--- src/rtl/bs_pkg.sv ---
// Shared types and defaults for the bit-serial GPR sequencer.
package bs_pkg;

  localparam int unsigned BS_WIDTH = 8;

  typedef enum logic [1:0] {
    OP_LD  = 2'b00,
    OP_CLR = 2'b01,
    OP_ADD = 2'b10,
    OP_SUB = 2'b11
  } op_e;

  typedef enum logic [1:0] {
    S_IDLE,
    S_RUN,
    S_DONE
  } state_e;

endpackage

--- src/rtl/bs_fa.sv ---
// One-bit serial full adder; carry is held in a flop between bit cycles.
module bs_fa (
  input  logic clk,
  input  logic rst,
  input  logic en,
  input  logic preset,
  input  logic preset_val,
  input  logic a,
  input  logic b,
  input  logic inv_b,
  output logic sum,
  output logic carry
);

  logic bb;
  logic maj;

  always_comb begin
    bb  = b ^ inv_b;
    sum = a ^ bb ^ carry;
    maj = (a & bb) | (a & carry) | (bb & carry);
  end

  always_ff @(posedge clk or posedge rst) begin
    if (rst)
      carry <= 1'b0;
    else if (preset)
      carry <= preset_val;
    else if (en)
      carry <= maj;
  end

endmodule

--- src/rtl/bs_gpr_seq.sv ---
// Sequencer driving the two-register bit-serial GPR file: one instruction
// is executed LSB-first over WIDTH shift cycles, then carry/zero are reported.
module bs_gpr_seq
  import bs_pkg::*;
#(
  parameter int unsigned WIDTH = BS_WIDTH
) (
  input  logic             i_clk,
  input  logic             i_rst,
  input  logic             i_valid,
  output logic             o_ready,
  input  logic [1:0]       i_op,
  input  logic             i_dst,
  input  logic [WIDTH-1:0] i_imm,
  output logic             o_gpr_shift,
  output logic             o_gpr_write,
  output logic             o_gpr_addr,
  output logic             o_gpr_data,
  input  logic             i_gpr_bit,
  input  logic [WIDTH-1:0] i_gpr_ry,
  input  logic [WIDTH-1:0] i_gpr_rx,
  output logic             o_done,
  output logic             o_carry,
  output logic             o_zero
);

  localparam int unsigned CW = (WIDTH > 1) ? $clog2(WIDTH) : 1;

  state_e           state, state_next;
  logic [CW-1:0]    cnt;
  op_e              op;
  logic             dst;
  logic [WIDTH-1:0] imm;
  logic             zacc;
  logic             flag_c, flag_z;

  logic accept, run, arith, last;
  logic src_bit, wbit, fa_sum, fa_carry;

  always_comb begin
    accept  = (state == S_IDLE) && i_valid;
    run     = (state == S_RUN);
    arith   = (op == OP_ADD) || (op == OP_SUB);
    last    = (cnt == CW'(WIDTH - 1));
    // Source is the non-destination register, read in parallel at bit cnt.
    src_bit = dst ? i_gpr_ry[cnt] : i_gpr_rx[cnt];
  end

  bs_fa u_fa (
    .clk        (i_clk),
    .rst        (i_rst),
    .en         (run && arith),
    .preset     (accept),
    .preset_val (i_op == OP_SUB),
    .a          (i_gpr_bit),
    .b          (src_bit),
    .inv_b      (op == OP_SUB),
    .sum        (fa_sum),
    .carry      (fa_carry)
  );

  always_comb begin
    wbit = 1'b0;
    unique case (op)
      OP_LD:   wbit = imm[cnt];
      OP_CLR:  wbit = 1'b0;
      default: wbit = fa_sum;
    endcase
  end

  always_comb begin
    state_next  = state;
    o_ready     = 1'b0;
    o_gpr_shift = 1'b0;
    o_gpr_write = 1'b0;
    o_gpr_addr  = 1'b0;
    o_gpr_data  = 1'b0;
    o_done      = 1'b0;
    o_carry     = flag_c;
    o_zero      = flag_z;
    unique case (state)
      S_IDLE: begin
        o_ready = 1'b1;
        if (i_valid) state_next = S_RUN;
      end
      S_RUN: begin
        o_gpr_shift = 1'b1;
        o_gpr_write = (op != OP_CLR);
        o_gpr_addr  = dst;
        o_gpr_data  = wbit;
        if (last) state_next = S_DONE;
      end
      S_DONE: begin
        // Final carry/zero are already settled in the adder and accumulator
        // flops, so they are shown directly this cycle and latched for later.
        o_done     = 1'b1;
        o_carry    = arith && fa_carry;
        o_zero     = !zacc;
        state_next = S_IDLE;
      end
      default: state_next = S_IDLE;
    endcase
  end

  always_ff @(posedge i_clk or posedge i_rst) begin
    if (i_rst) begin
      state  <= S_IDLE;
      cnt    <= '0;
      op     <= OP_LD;
      dst    <= 1'b0;
      imm    <= '0;
      zacc   <= 1'b0;
      flag_c <= 1'b0;
      flag_z <= 1'b0;
    end else begin
      state <= state_next;
      if (accept) begin
        op   <= op_e'(i_op);
        dst  <= i_dst;
        imm  <= i_imm;
        cnt  <= '0;
        zacc <= 1'b0;
      end
      if (run) begin
        cnt  <= cnt + CW'(1);
        zacc <= zacc | wbit;
      end
      if (state == S_DONE) begin
        flag_c <= o_carry;
        flag_z <= o_zero;
      end
    end
  end

endmodule

--- config.mk ---
export PLATFORM = sky130hd
export DESIGN_NAME = bs_gpr_seq
export DESIGN_NICKNAME = d
export VERILOG_FILES = /design/src/rtl/bs_pkg.sv /design/src/rtl/bs_fa.sv /design/src/rtl/bs_gpr_seq.sv
export SDC_FILE = /design/constraint.sdc
export NUM_CORES = 1
export LEC_CHECK = 0
export CELL_PAD_IN_SITES_DETAIL_PLACEMENT = 1
export CELL_PAD_IN_SITES_GLOBAL_PLACEMENT = 1
export CORE_ASPECT_RATIO = 0.7
export CORE_MARGIN = 2
export CORE_UTILIZATION = 31
export CTS_CLUSTER_DIAMETER = 120
export DETAILED_ROUTE_END_ITERATION = 10
export HOLD_SLACK_MARGIN = 0.08
export PLACE_DENSITY = 0.86
export SLEW_MARGIN = 10
export SYNTH_ARGS = -nofsm -noshare
export SYNTH_HDL_FRONTEND = slang
export SYNTH_SLANG_ARGS = --single-unit
export TNS_END_PERCENT = 10
--- constraint.sdc ---
create_clock -name i_clk -period 2.4 [get_ports i_clk]
set_input_delay 0.36 -clock i_clk [delete_from_list [all_inputs] [get_ports i_clk]]
set_output_delay 0.36 -clock i_clk [all_outputs]
set_load 0.05 [all_outputs]
==> results of run 1 <==
-- per-layer routing --
metal  wire length (um)  track usage [%]
met1               1110             17.0
met2               1380             27.0
met3                143             5.06
met4                 26             4.39
met5                  0                0
-- critical path: cells and delay by family --
family | cells | cell delay, ps
compound gates | 2 | 360
xor+xnor | 1 | 160
fa+ha+maj | 1 | 490
buf+inv | 2 | 550
mux | 2 | 730
-- synthesized netlist by cell type --
| cell | number | area share (%) |
|---|---|---|
| clkbuf_8 | 1 | 1.2 |
| nand3b_1 | 1 | 0.68 |
| buf_6 | 1 | 1.0 |
| clkbuf_1 | 1 | 0.34 |
| buf_4 | 1 | 0.68 |
| a31oi_1 | 1 | 0.56 |
| ha_1 | 2 | 2.3 |
| mux4_1 | 5 | 12 |
| o211ai_1 | 1 | 0.68 |
| nor2_1 | 2 | 0.68 |
| a22oi_2 | 1 | 1.1 |
| o21ai_0 | 5 | 2.3 |
| o31ai_1 | 2 | 1.4 |
| a21oi_1 | 4 | 1.8 |
| mux2_2 | 12 | 12 |
| nand3_1 | 3 | 1.4 |
| nand2_1 | 9 | 3.0 |
| dfrtp_1 | 20 | 45 |
| or4_1 | 1 | 0.68 |
| inv_1 | 6 | 2.0 |
| xnor2_1 | 1 | 0.79 |
| a2bb2oi_1 | 1 | 0.79 |
| nand2b_1 | 2 | 1.1 |
| and2_1 | 2 | 1.1 |
| fa_1 | 1 | 1.8 |
| and2b_2 | 1 | 0.79 |
| mux2i_1 | 3 | 2.7 |
-- final cells by class --
type / instances / area share, %
Clock inverter: 1 / 1.85
Tap cell: 50 / 3.86
Clock buffer: 3 / 2.55
Inverter: 6 / 1.39
Sequential cell: 20 / 30.9
Timing Repair Buffer: 41 / 25.0
Multi-Input combinational cell: 60 / 34.4
-- final timing paths --
check,depth (start not counted),endpoint,slack [ps]
worst max-delay path,8,o_gpr_data,-600
worst min-delay path,2,flag_c,490
worst max register to register,6,zacc,80
worst min register to register,2,flag_c,490
max in group asynchronous,2,cnt[1],1320
min in group asynchronous,2,imm[4],540
-- cell families after synthesis --
kind of cell	after synthesis	share of synthesized area [%]
AO/OA/AOI/OAI	15	8.57
XOR/XNOR	1	0.789
adder cells (fa/ha/maj)	3	4.06
buffers and inverters	10	5.30
flip-flops	20	45.1
multiplexers	20	26.7
AND/OR/NAND/NOR	21	9.47
-- stage by stage --
stage / util [%] / TNS [ps] / power [W]
detailed placement: 44.7 / -1220 / 0.00201
global placement: 44.7 / -991 / 0.00194
global route: 46.8 / -658 / 0.00248
floorplan: - / -319 / 0.00160
CTS: 46.7 / -616 / 0.00235
finish: 46.8 / -602 / 0.00231
-- sequential cells by signal, summed over array words and instances, names as in the netlist, 2 cells and up --
| name | count |
|---|---|
| state | 2 |
| cnt | 3 |
| imm | 8 |
| op | 2 |
-- timing repair --
item | in CTS | in global routing
setup endpoints to repair | 2 | 2
resized for setup | 5 | 1
setup buffers | 0 | 0
pin swaps | 2 | 0
-- power breakdown --
| part | internal [W] | total [W] | switching [W] |
|---|---|---|---|
| Clock | 0.000222 | 0.000336 | 0.000113 |
| Combinational | 0.000640 | 0.00135 | 0.000710 |
| Sequential | 0.000504 | 0.000626 | 0.000121 |
==> flow_metrics.env, run 1 <==
export IMPL_status="complete, but fails checks"
export IMPL_violations="negative setup slack"
export IMPL_worstHoldStart="flag_c"
export IMPL_drt_pass1_iter_count=4
export IMPL_drc=0
export IMPL_setup_viol=1
export IMPL_crit_start="i_gpr_ry[7]"
export IMPL_post_route_period_util_pct=125
export IMPL_startpoint_type="input pin"
export IMPL_fin_hold_ws_ps=486
export IMPL_peakVddDrop_uv=564
export IMPL_cts_path_max_buffers=2
export IMPL_yosys_warnings=0
export IMPL_antenna_found_initial=0
export IMPL_root_buffer="clkbuf_8"
export IMPL_critPathMaxFanout=2
export IMPL_fmax_mhz=333
export IMPL_placed_area_sq_um=1550
export IMPL_grt_usage_pct=15.0
export IMPL_hold_viol_final=0
export IMPL_first_global_vias=882
export IMPL_required_ps=2040
export IMPL_cpPeakStageDelay_ps=490
export IMPL_globalplace_congestion=0.749
export IMPL_fin_crit_ps=3000
export IMPL_area_growth_syn_to_layout_pct=46.1
export IMPL_core_area_sq_um=3470
export IMPL_slew_viol_final=0
export IMPL_skew_ps=2.84
export IMPL_seq_area_sq_um=502
export IMPL_worstSetupPathType="input pin to primary output"
export IMPL_dieWidth_um=75.5
export IMPL_grt_pass1_wl_um=4240
export IMPL_place_inst=177
export IMPL_path_cells="clkdlybuf4s50_1 > mux4_2 > mux2_4 > a22oi_2 > xnor2_1 > fa_1 > o21ai_4 > buf_12"
export IMPL_r2r_start="cnt[1]"
export IMPL_port_buffers=38
export IMPL_clkLatencyLatePin_ps=260
export IMPL_post_dp_hpwl_um=2170
export IMPL_layout_setup_ws_ps=-602
export IMPL_min_path_type="flip-flop to flip-flop"
export IMPL_finalWirelength_um=2660
export IMPL_final_area_sq_um=1620
export IMPL_ys_seq_area_share_pct=45.1
export IMPL_mappedNetlistArea_sq_um=1110
export IMPL_antenna_left=0
export IMPL_p_leak_nw=0.711
export IMPL_post_place_ws_ps=-664
export IMPL_cts_made_buffers=3
export IMPL_ys_ff_latch=20
export IMPL_fillerInstances=391
export IMPL_rsz0062_at_grt="true"
export IMPL_yosys_cell_types_count=27
export IMPL_clk_pin_slew_ps=70
export IMPL_die_area_sq_um=4080
export IMPL_synth_avg_cell_area_sq_um=12.3
export IMPL_overflow=0
export IMPL_avgViaCountPerCell=4.57
export IMPL_worstMarginPinSlew_ps=780
export IMPL_cts_tree="done"
export IMPL_final_common_cell="clkdlybuf4s50_1"
export IMPL_detail_route_wl_per_cell_um=14.7
export IMPL_p_per_area_nw_per_um2=1430
export IMPL_slowest_stage="fa_1"
export IMPL_drtIter0Drc=19
export IMPL_relSlewSlack_pct=47.9
export IMPL_vias=827
export IMPL_diodes=0
export IMPL_syn_num_nets=124
export IMPL_clock_sinks=20
export IMPL_layout_drive_gt1_share_pct=21.4
export IMPL_cap_violations=0
export IMPL_hold_buffers=0
export IMPL_start_util_pct=32.0
export IMPL_ioPinCount=39
export IMPL_ctsHtreeMaxLevel=1
export IMPL_cp_end_kind="primary output"
export IMPL_multi_input_area_sq_um=558
export IMPL_grt_start_max_net_pins=21
export IMPL_rows=18
export IMPL_layout_common_cells="clkdlybuf4s50_1 (30), dfrtp_1 (19), mux2_2 (11), nand2_1 (9), inv_1 (6)"
export IMPL_synth_cells=90
export IMPL_die_h_um=54.1
export IMPL_stdcell_count=181
export IMPL_worstPathArrival_ps=2640
export IMPL_final_nets=166
No activity file was read; power rests on OpenSTA's default activity.
==> run 2: changes to the inputs <==
--- a/config.mk
+++ b/config.mk
@@ -9,13 +9,14 @@
 export CELL_PAD_IN_SITES_GLOBAL_PLACEMENT = 1
 export CORE_ASPECT_RATIO = 0.7
 export CORE_MARGIN = 2
-export CORE_UTILIZATION = 31
+export CORE_UTILIZATION = 37
 export CTS_CLUSTER_DIAMETER = 120
 export DETAILED_ROUTE_END_ITERATION = 10
 export HOLD_SLACK_MARGIN = 0.08
-export PLACE_DENSITY = 0.86
+export PLACE_DENSITY = 0.95
 export SLEW_MARGIN = 10
 export SYNTH_ARGS = -nofsm -noshare
 export SYNTH_HDL_FRONTEND = slang
+export SYNTH_HIERARCHICAL = 1
 export SYNTH_SLANG_ARGS = --single-unit
 export TNS_END_PERCENT = 10
==> constraint.sdc (replaced) <==
create_clock -name i_clk -period 3.64 [get_ports i_clk]
set_input_delay 0.546 -clock i_clk [delete_from_list [all_inputs] [get_ports i_clk]]
set_output_delay 0.546 -clock i_clk [all_outputs]
set_load 0.05 [all_outputs]
==> flow_metrics.env, run 2 <==
export IMPL_drtIter0Drc=31
export IMPL_vias=874
export IMPL_peakVddDrop_uv=350
export IMPL_p_sw_w=0.000621
export IMPL_syn_num_nets=133
export IMPL_grtUsageMet3_pct=4.82
export IMPL_synthTopCellsByArea="dfrtp_1 (43%), mux4_2 (9.8%), mux2_2 (6.8%)"
export IMPL_top_usage_layer="met2"
export IMPL_cts_tree="done"
export IMPL_final_common_cell="clkdlybuf4s50_1"
export IMPL_layout_common_cells="clkdlybuf4s50_1 (37), dfrtp_1 (20), inv_1 (9), nand2_1 (8), mux2_2 (7)"
export IMPL_mappedNetlistArea_sq_um=1150
export IMPL_cp_common_cell="mux2i_1"
export IMPL_cts_repair_resized=0
export IMPL_diodes=0
export IMPL_regToRegSetupSlack_ps=1090
export IMPL_power_frac_clock_pct=11.5
export IMPL_final_nets=170
export IMPL_start_util_pct=40.1
export IMPL_drc=0
export IMPL_ys_ff_latch=20
export IMPL_cp_end_kind="primary output"
export IMPL_status="complete, no violations"
export IMPL_post_dp_hpwl_um=2110
export IMPL_dieWidth_um=70.8
export IMPL_core_area_sq_um=2880
export IMPL_yosys_warnings=6
export IMPL_clk_pin_slew_ps=80
export IMPL_yosys_cell_types_count=27
export IMPL_avgViaCountPerCell=5.11
export IMPL_cap_violations=0
export IMPL_hold_buffers=0
export IMPL_p_per_area_nw_per_um2=914
export IMPL_die_h_um=50.7
export IMPL_hold_viol_final=0
export IMPL_power_w=0.00146
export IMPL_use_met2_pct=27.4
export IMPL_fin_crit_ps=3380
export IMPL_rows=16
export IMPL_drt_pass1_iter_count=3
export IMPL_synthTopCellsByCount="dfrtp_1 (20), inv_1 (9), nand2_1 (8)"
export IMPL_rsz0062_at_grt="false"
export IMPL_ctsHtreeMaxLevel=1
export IMPL_place_inst=167
export IMPL_clkLatencyLatePin_ps=260
export IMPL_antenna_left=0
export IMPL_p_comb_share_pct=57.9
export IMPL_regMostFlops="imm"
export IMPL_grt_usage_pct=15.8
export IMPL_critPathMaxFanout=2
export IMPL_post_cts_buffers=0
export IMPL_globalplace_congestion=0.752
export IMPL_cts_path_max_buffers=2
export IMPL_grt_start_max_net_pins=20
export IMPL_swShare_pct=42.6
export IMPL_root_buffer="clkbuf_8"
export IMPL_setup_tns_final_ps=0
export IMPL_cpPeakStageDelay_ps=460
export IMPL_finalWirelength_um=2610
export IMPL_skew_ps=5.74
export IMPL_p_int_w=0.000838
export IMPL_yosys_area_top_type="dfrtp_1"
export IMPL_min_path_type="input pin to asynchronous set/reset pin"
export IMPL_stdcell_count=171
export IMPL_worstSetupPathType="input pin to primary output"
export IMPL_overflow=0
export IMPL_antenna_found_initial=0
export IMPL_grtUsageMet1_pct=20.2
export IMPL_setup_viol=0
export IMPL_die_area_sq_um=3590
export IMPL_clock_sinks=20
export IMPL_slowest_stage="mux4_2"
export IMPL_slew_viol_final=0
export IMPL_detail_route_wl_per_cell_um=15.2
export IMPL_layout_drive_gt1_share_pct=16.3
export IMPL_grt_pass1_wl_um=4390
export IMPL_synthArstFlopShare_pct=100
export IMPL_placed_area_sq_um=1540
export IMPL_synth_enable_flop_cells=0
export IMPL_post_route_period_util_pct=93.0
export IMPL_final_area_sq_um=1600
export IMPL_fillerInstances=317
export IMPL_largest_reg_flops=8
export IMPL_synth_avg_cell_area_sq_um=11.7
export IMPL_area_growth_syn_to_layout_pct=38.2
export IMPL_first_global_vias=905
export IMPL_cts_made_buffers=3
export IMPL_yosysMostFrequentCell="dfrtp_1"
export IMPL_synth_cells=99
export IMPL_ys_seq_area_share_pct=43.3
export IMPL_fmax_mhz=295
export IMPL_power_frac_seq_pct=30.5
export IMPL_worstPathArrival_ps=2840
export IMPL_worstMarginPinSlew_ps=773
export IMPL_required_ps=3090
export IMPL_path_cells="clkdlybuf4s50_1 > mux4_2 > mux2i_1 > mux2i_1 > xnor2_1 > fa_1 > inv_1 > nand3_1 > o31ai_1 > buf_12"
export IMPL_port_buffers=38
export IMPL_synth_top_area_share_pct=43.3
export IMPL_top_regs="imm: 8 flops, cnt: 3 flops"
export IMPL_startpoint_type="input pin"
export IMPL_p_leak_nw=0.709
export IMPL_relSlewSlack_pct=48.5
export IMPL_ioPinCount=39
export IMPL_synth_main_ff_cell="dfrtp_1"
export IMPL_fin_util_pct=55.4
run 2: cell count changes in the layout (fill, tap and decap cells not counted), sizes merged, moves of 3 or more:
cell	previous run	this run
buf	6	1
and2	2	5
dlygate4sd2	4	0
inv	6	9
a21oi	4	1
clkdlybuf4s50	30	37
run 2: metal layers:
| metal | vias up | share of wire (%) |
|---|---|---|
| li1 | 415 | - |
| met1 | 438 | 44 |
| met2 | 21 | 52 |
| met3 | 0 | 4.5 |
| met4 | 0 | 0 |
| met5 | - | 0 |
run 2: critical path: cells and delay by family:
family / cells / cell delay [ps]
AOI/OAI and AO/OA: 1 / 130
xor gates and xnor gates: 1 / 200
adders and majority gates: 1 / 440
buffers and inverters: 3 / 680
muxes: 3 / 750
and+or+nand+nor: 1 / 80
run 2: cells by family after synthesis:
kind of cell | count (synthesis) | synth area share (%)
AO/OA/AOI/OAI | 12 | 6.93
XOR/XNOR | 1 | 0.759
adder cells (fa/ha/maj) | 3 | 3.90
buffers and inverters | 15 | 7.15
flip-flops | 20 | 43.3
multiplexers | 21 | 26.1
AND/OR/NAND/NOR | 27 | 11.8
run 2: final timing paths:
path | start | end | cells past startpoint
hold reg to reg | flag_c | flag_c | 2
setup reg to reg | cnt[0] | zacc | 8
setup / recovery | i_gpr_rx[6] | o_gpr_data | 10
min in group i_clk | flag_c | flag_c | 2
hold / removal | i_rst | u_fa/carry | 2
max in group asynchronous | i_rst | op[1] | 2
run 2: area by class of cell:
cell class                      count  area (sq um)  area share, %
Sequential cell                    20           500           31.3
Tap cell                           36          45.0           2.82
Multi-Input combinational cell     64           572           35.8
Clock buffer                        4          55.1           3.45
Inverter                            9          33.8           2.12
Timing Repair Buffer               38           390           24.5
run 2: through the flow:
step,hold slack (ps),setup slack [ps]
final,436,256
after global routing,469,59.2
after detailed placement,471,266
after floorplan,275,731
after CTS,433,236
after global placement,451,360
run 2: power by group through the flow:
| stage | Combinational [W] | Sequential (W) | Clock, W |
|---|---|---|---|
| 2_1_floorplan | 0.000671 | 0.000381 | 0 |
| 3_3_place_gp | 0.000814 | 0.000441 | 0 |
| 3_5_place_dp | 0.000853 | 0.000454 | 0 |
| 4_1_cts | 0.000855 | 0.000449 | 0.000175 |
| 5_1_grt | 0.000919 | 0.000469 | 0.000184 |
| 6_report | 0.000845 | 0.000445 | 0.000168 |
==> run 3: changes to the inputs <==
--- a/config.mk
+++ b/config.mk
@@ -9,11 +9,11 @@
 export CELL_PAD_IN_SITES_GLOBAL_PLACEMENT = 1
 export CORE_ASPECT_RATIO = 0.7
 export CORE_MARGIN = 2
-export CORE_UTILIZATION = 37
+export CORE_UTILIZATION = 34
 export CTS_CLUSTER_DIAMETER = 120
 export DETAILED_ROUTE_END_ITERATION = 10
 export HOLD_SLACK_MARGIN = 0.08
-export PLACE_DENSITY = 0.95
+export PLACE_DENSITY = 0.89
 export SLEW_MARGIN = 10
 export SYNTH_ARGS = -nofsm -noshare
 export SYNTH_HDL_FRONTEND = slang
==> constraint.sdc (replaced) <==
create_clock -name i_clk -period 3.14 [get_ports i_clk]
set_input_delay 0.471 -clock i_clk [delete_from_list [all_inputs] [get_ports i_clk]]
set_output_delay 0.471 -clock i_clk [all_outputs]
set_load 0.05 [all_outputs]
==> flow_metrics.env, run 3 (synthesis results as in run 2) <==
export IMPL_dieWidth_um=73.7
export IMPL_ctsHtreeMaxLevel=1
export IMPL_setup_viol=1
export IMPL_r2r_end="zacc"
export IMPL_grt_start_max_net_pins=20
export IMPL_layout_setup_ws_ps=-102
export IMPL_post_dp_hpwl_um=2230
export IMPL_cp_end_kind="primary output"
export IMPL_root_buffer="clkbuf_8"
export IMPL_status="complete, but fails checks"
export IMPL_drc=0
export IMPL_clk_pin_slew_ps=70
export IMPL_grt_pass1_wl_um=4440
export IMPL_ioPinCount=39
export IMPL_area_growth_syn_to_layout_pct=37.4
export IMPL_globalplace_congestion=0.769
export IMPL_r2r_start="cnt[0]"
export IMPL_required_ps=2670
export IMPL_path_cells="clkdlybuf4s50_1 > mux4_2 > mux2i_1 > mux2i_1 > xnor2_1 > fa_1 > inv_1 > nand3_1 > o31ai_1 > buf_12"
export IMPL_p_sw_w=0.000733
export IMPL_drt_pass1_iter_count=4
export IMPL_die_area_sq_um=3890
export IMPL_port_buffers=38
export IMPL_skew_ps=6.98
export IMPL_cts_path_max_buffers=2
export IMPL_regMostFlops="imm"
export IMPL_p_per_area_nw_per_um2=1060
export IMPL_start_util_pct=36.2
export IMPL_slew_viol_final=0
export IMPL_rsz0062_at_grt="true"
export IMPL_layout_drive_gt1_share_pct=16.4
export IMPL_critPathMaxFanout=2
export IMPL_path_buf_inv=3
export IMPL_die_h_um=52.8
export IMPL_hold_viol_final=0
export IMPL_largest_reg_flops=8
export IMPL_cp_top_family="multiplexers"
export IMPL_final_nets=170
export IMPL_first_global_vias=951
export IMPL_layout_common_cells="clkdlybuf4s50_1 (37), dfrtp_1 (19), inv_1 (9), nand2_1 (8), mux2_2 (7)"
export IMPL_diodes=0
export IMPL_clock_sinks=20
export IMPL_p_comb_share_pct=59.1
export IMPL_cts_tree="done"
export IMPL_finalWirelength_um=2810
export IMPL_relSlewSlack_pct=47.2
export IMPL_slowest_stage="mux4_2"
export IMPL_core_area_sq_um=3190
export IMPL_cpPeakStageDelay_ps=490
export IMPL_p_int_w=0.000946
export IMPL_vias=877
export IMPL_startpoint_type="input pin"
export IMPL_grt_usage_pct=15.4
export IMPL_detail_route_wl_per_cell_um=16.3
export IMPL_fmax_mhz=308
export IMPL_avgViaCountPerCell=5.10
export IMPL_clkLatencyLatePin_ps=260
export IMPL_worstSetupPathType="input pin to primary output"
export IMPL_power_w=0.00168
export IMPL_rows=17
export IMPL_post_place_ws_ps=-111
export IMPL_peakVddDrop_uv=503
export IMPL_violations="negative setup slack"
export IMPL_post_cts_buffers=0
export IMPL_antenna_found_initial=0
export IMPL_cp_common_cell="mux2i_1"
export IMPL_regToRegSetupSlack_ps=730
export IMPL_swShare_pct=43.6
export IMPL_post_route_period_util_pct=103
export IMPL_overflow=0
export IMPL_min_path_type="input pin to asynchronous set/reset pin"
export IMPL_p_leak_nw=0.700
export IMPL_cts_made_buffers=3
export IMPL_top_regs="imm: 8 flops, cnt: 3 flops"
export IMPL_final_common_cell="clkdlybuf4s50_1"
export IMPL_worstPathArrival_ps=2770
export IMPL_cap_violations=0
export IMPL_worst_r2r_cell_count=8
export IMPL_fin_crit_ps=3240
export IMPL_antenna_left=0
export IMPL_power_frac_clock_pct=9.9
export IMPL_drtIter0Drc=34
export IMPL_power_frac_seq_pct=31.0
export IMPL_path_depth=10
export IMPL_worstMarginPinSlew_ps=793
run 3: area by class of cell:
cell class	count	area, sq um
fillers	353	1600
multi-input cells	64	572
flip-flops and latches	20	502
repair buffers	38	390
well taps	38	47.5
clock buffers	3	41.3
inverters	9	33.8
run 3: worst max-delay path by stage:
| stage | slack [ps] | to | startpoint |
|---|---|---|---|
| global route | -190 | o_gpr_data | i_gpr_rx[2] |
| finish | -100 | o_gpr_data | i_gpr_ry[3] |
| CTS | -120 | o_gpr_data | i_gpr_ry[3] |
| floorplan | 310 | o_gpr_data | cnt[0] |
| global placement | -0.5 | o_gpr_data | i_gpr_rx[6] |
| detailed placement | -110 | o_gpr_data | i_gpr_ry[3] |
run 3: repair_timing:
action                                  CTS  global route
hold buffers                              0             0
gates resized for setup                   1             0
endpoints found under the setup margin    1             1
run 3: stage by stage:
| stage | hold WS (ps) | TNS, ps | util, % | area [sq um] | std cells |
|---|---|---|---|---|---|
| final | 385 | -102 | 49.7 | 1590 | 172 |
| after global routing | 391 | -191 | 49.7 | 1590 | 172 |
| after floorplan | 200 | 0 | - | 1150 | 99 |
| after CTS | 393 | -123 | 49.7 | 1590 | 172 |
| after global placement | 453 | -0.455 | 48.4 | 1540 | 169 |
| after detailed placement | 480 | -111 | 48.4 | 1540 | 169 |
run 3: worst register-to-register path, delay by kind of cell, from the launching register on:
kind	cells	cell delay, ps
adder cells (fa/ha/maj)	1	490
multiplexers	3	790
AO/OA/AOI/OAI	2	300
buffers and inverters	1	50
flip-flops	1	500
XOR/XNOR	1	160
run 3: power groups by stage:
stage          registers [W]  clock network [W]  logic, W
2_1_floorplan       0.000442                  0  0.000777
3_3_place_gp        0.000513                  0  0.000952
3_5_place_dp        0.000524                  0   0.00100
4_1_cts             0.000521           0.000170   0.00101
5_1_grt             0.000542           0.000184   0.00106
6_report            0.000520           0.000166  0.000993
run 3: layer usage:
layer,vias up,global-route usage (%),part of all wire [%],wire length [um]
li1,410,-,-,-
met1,439,20.1,46,1280
met2,28,26.8,49,1380
met3,0,4.81,5.3,148
met4,0,0,0,0
met5,-,0,0,0
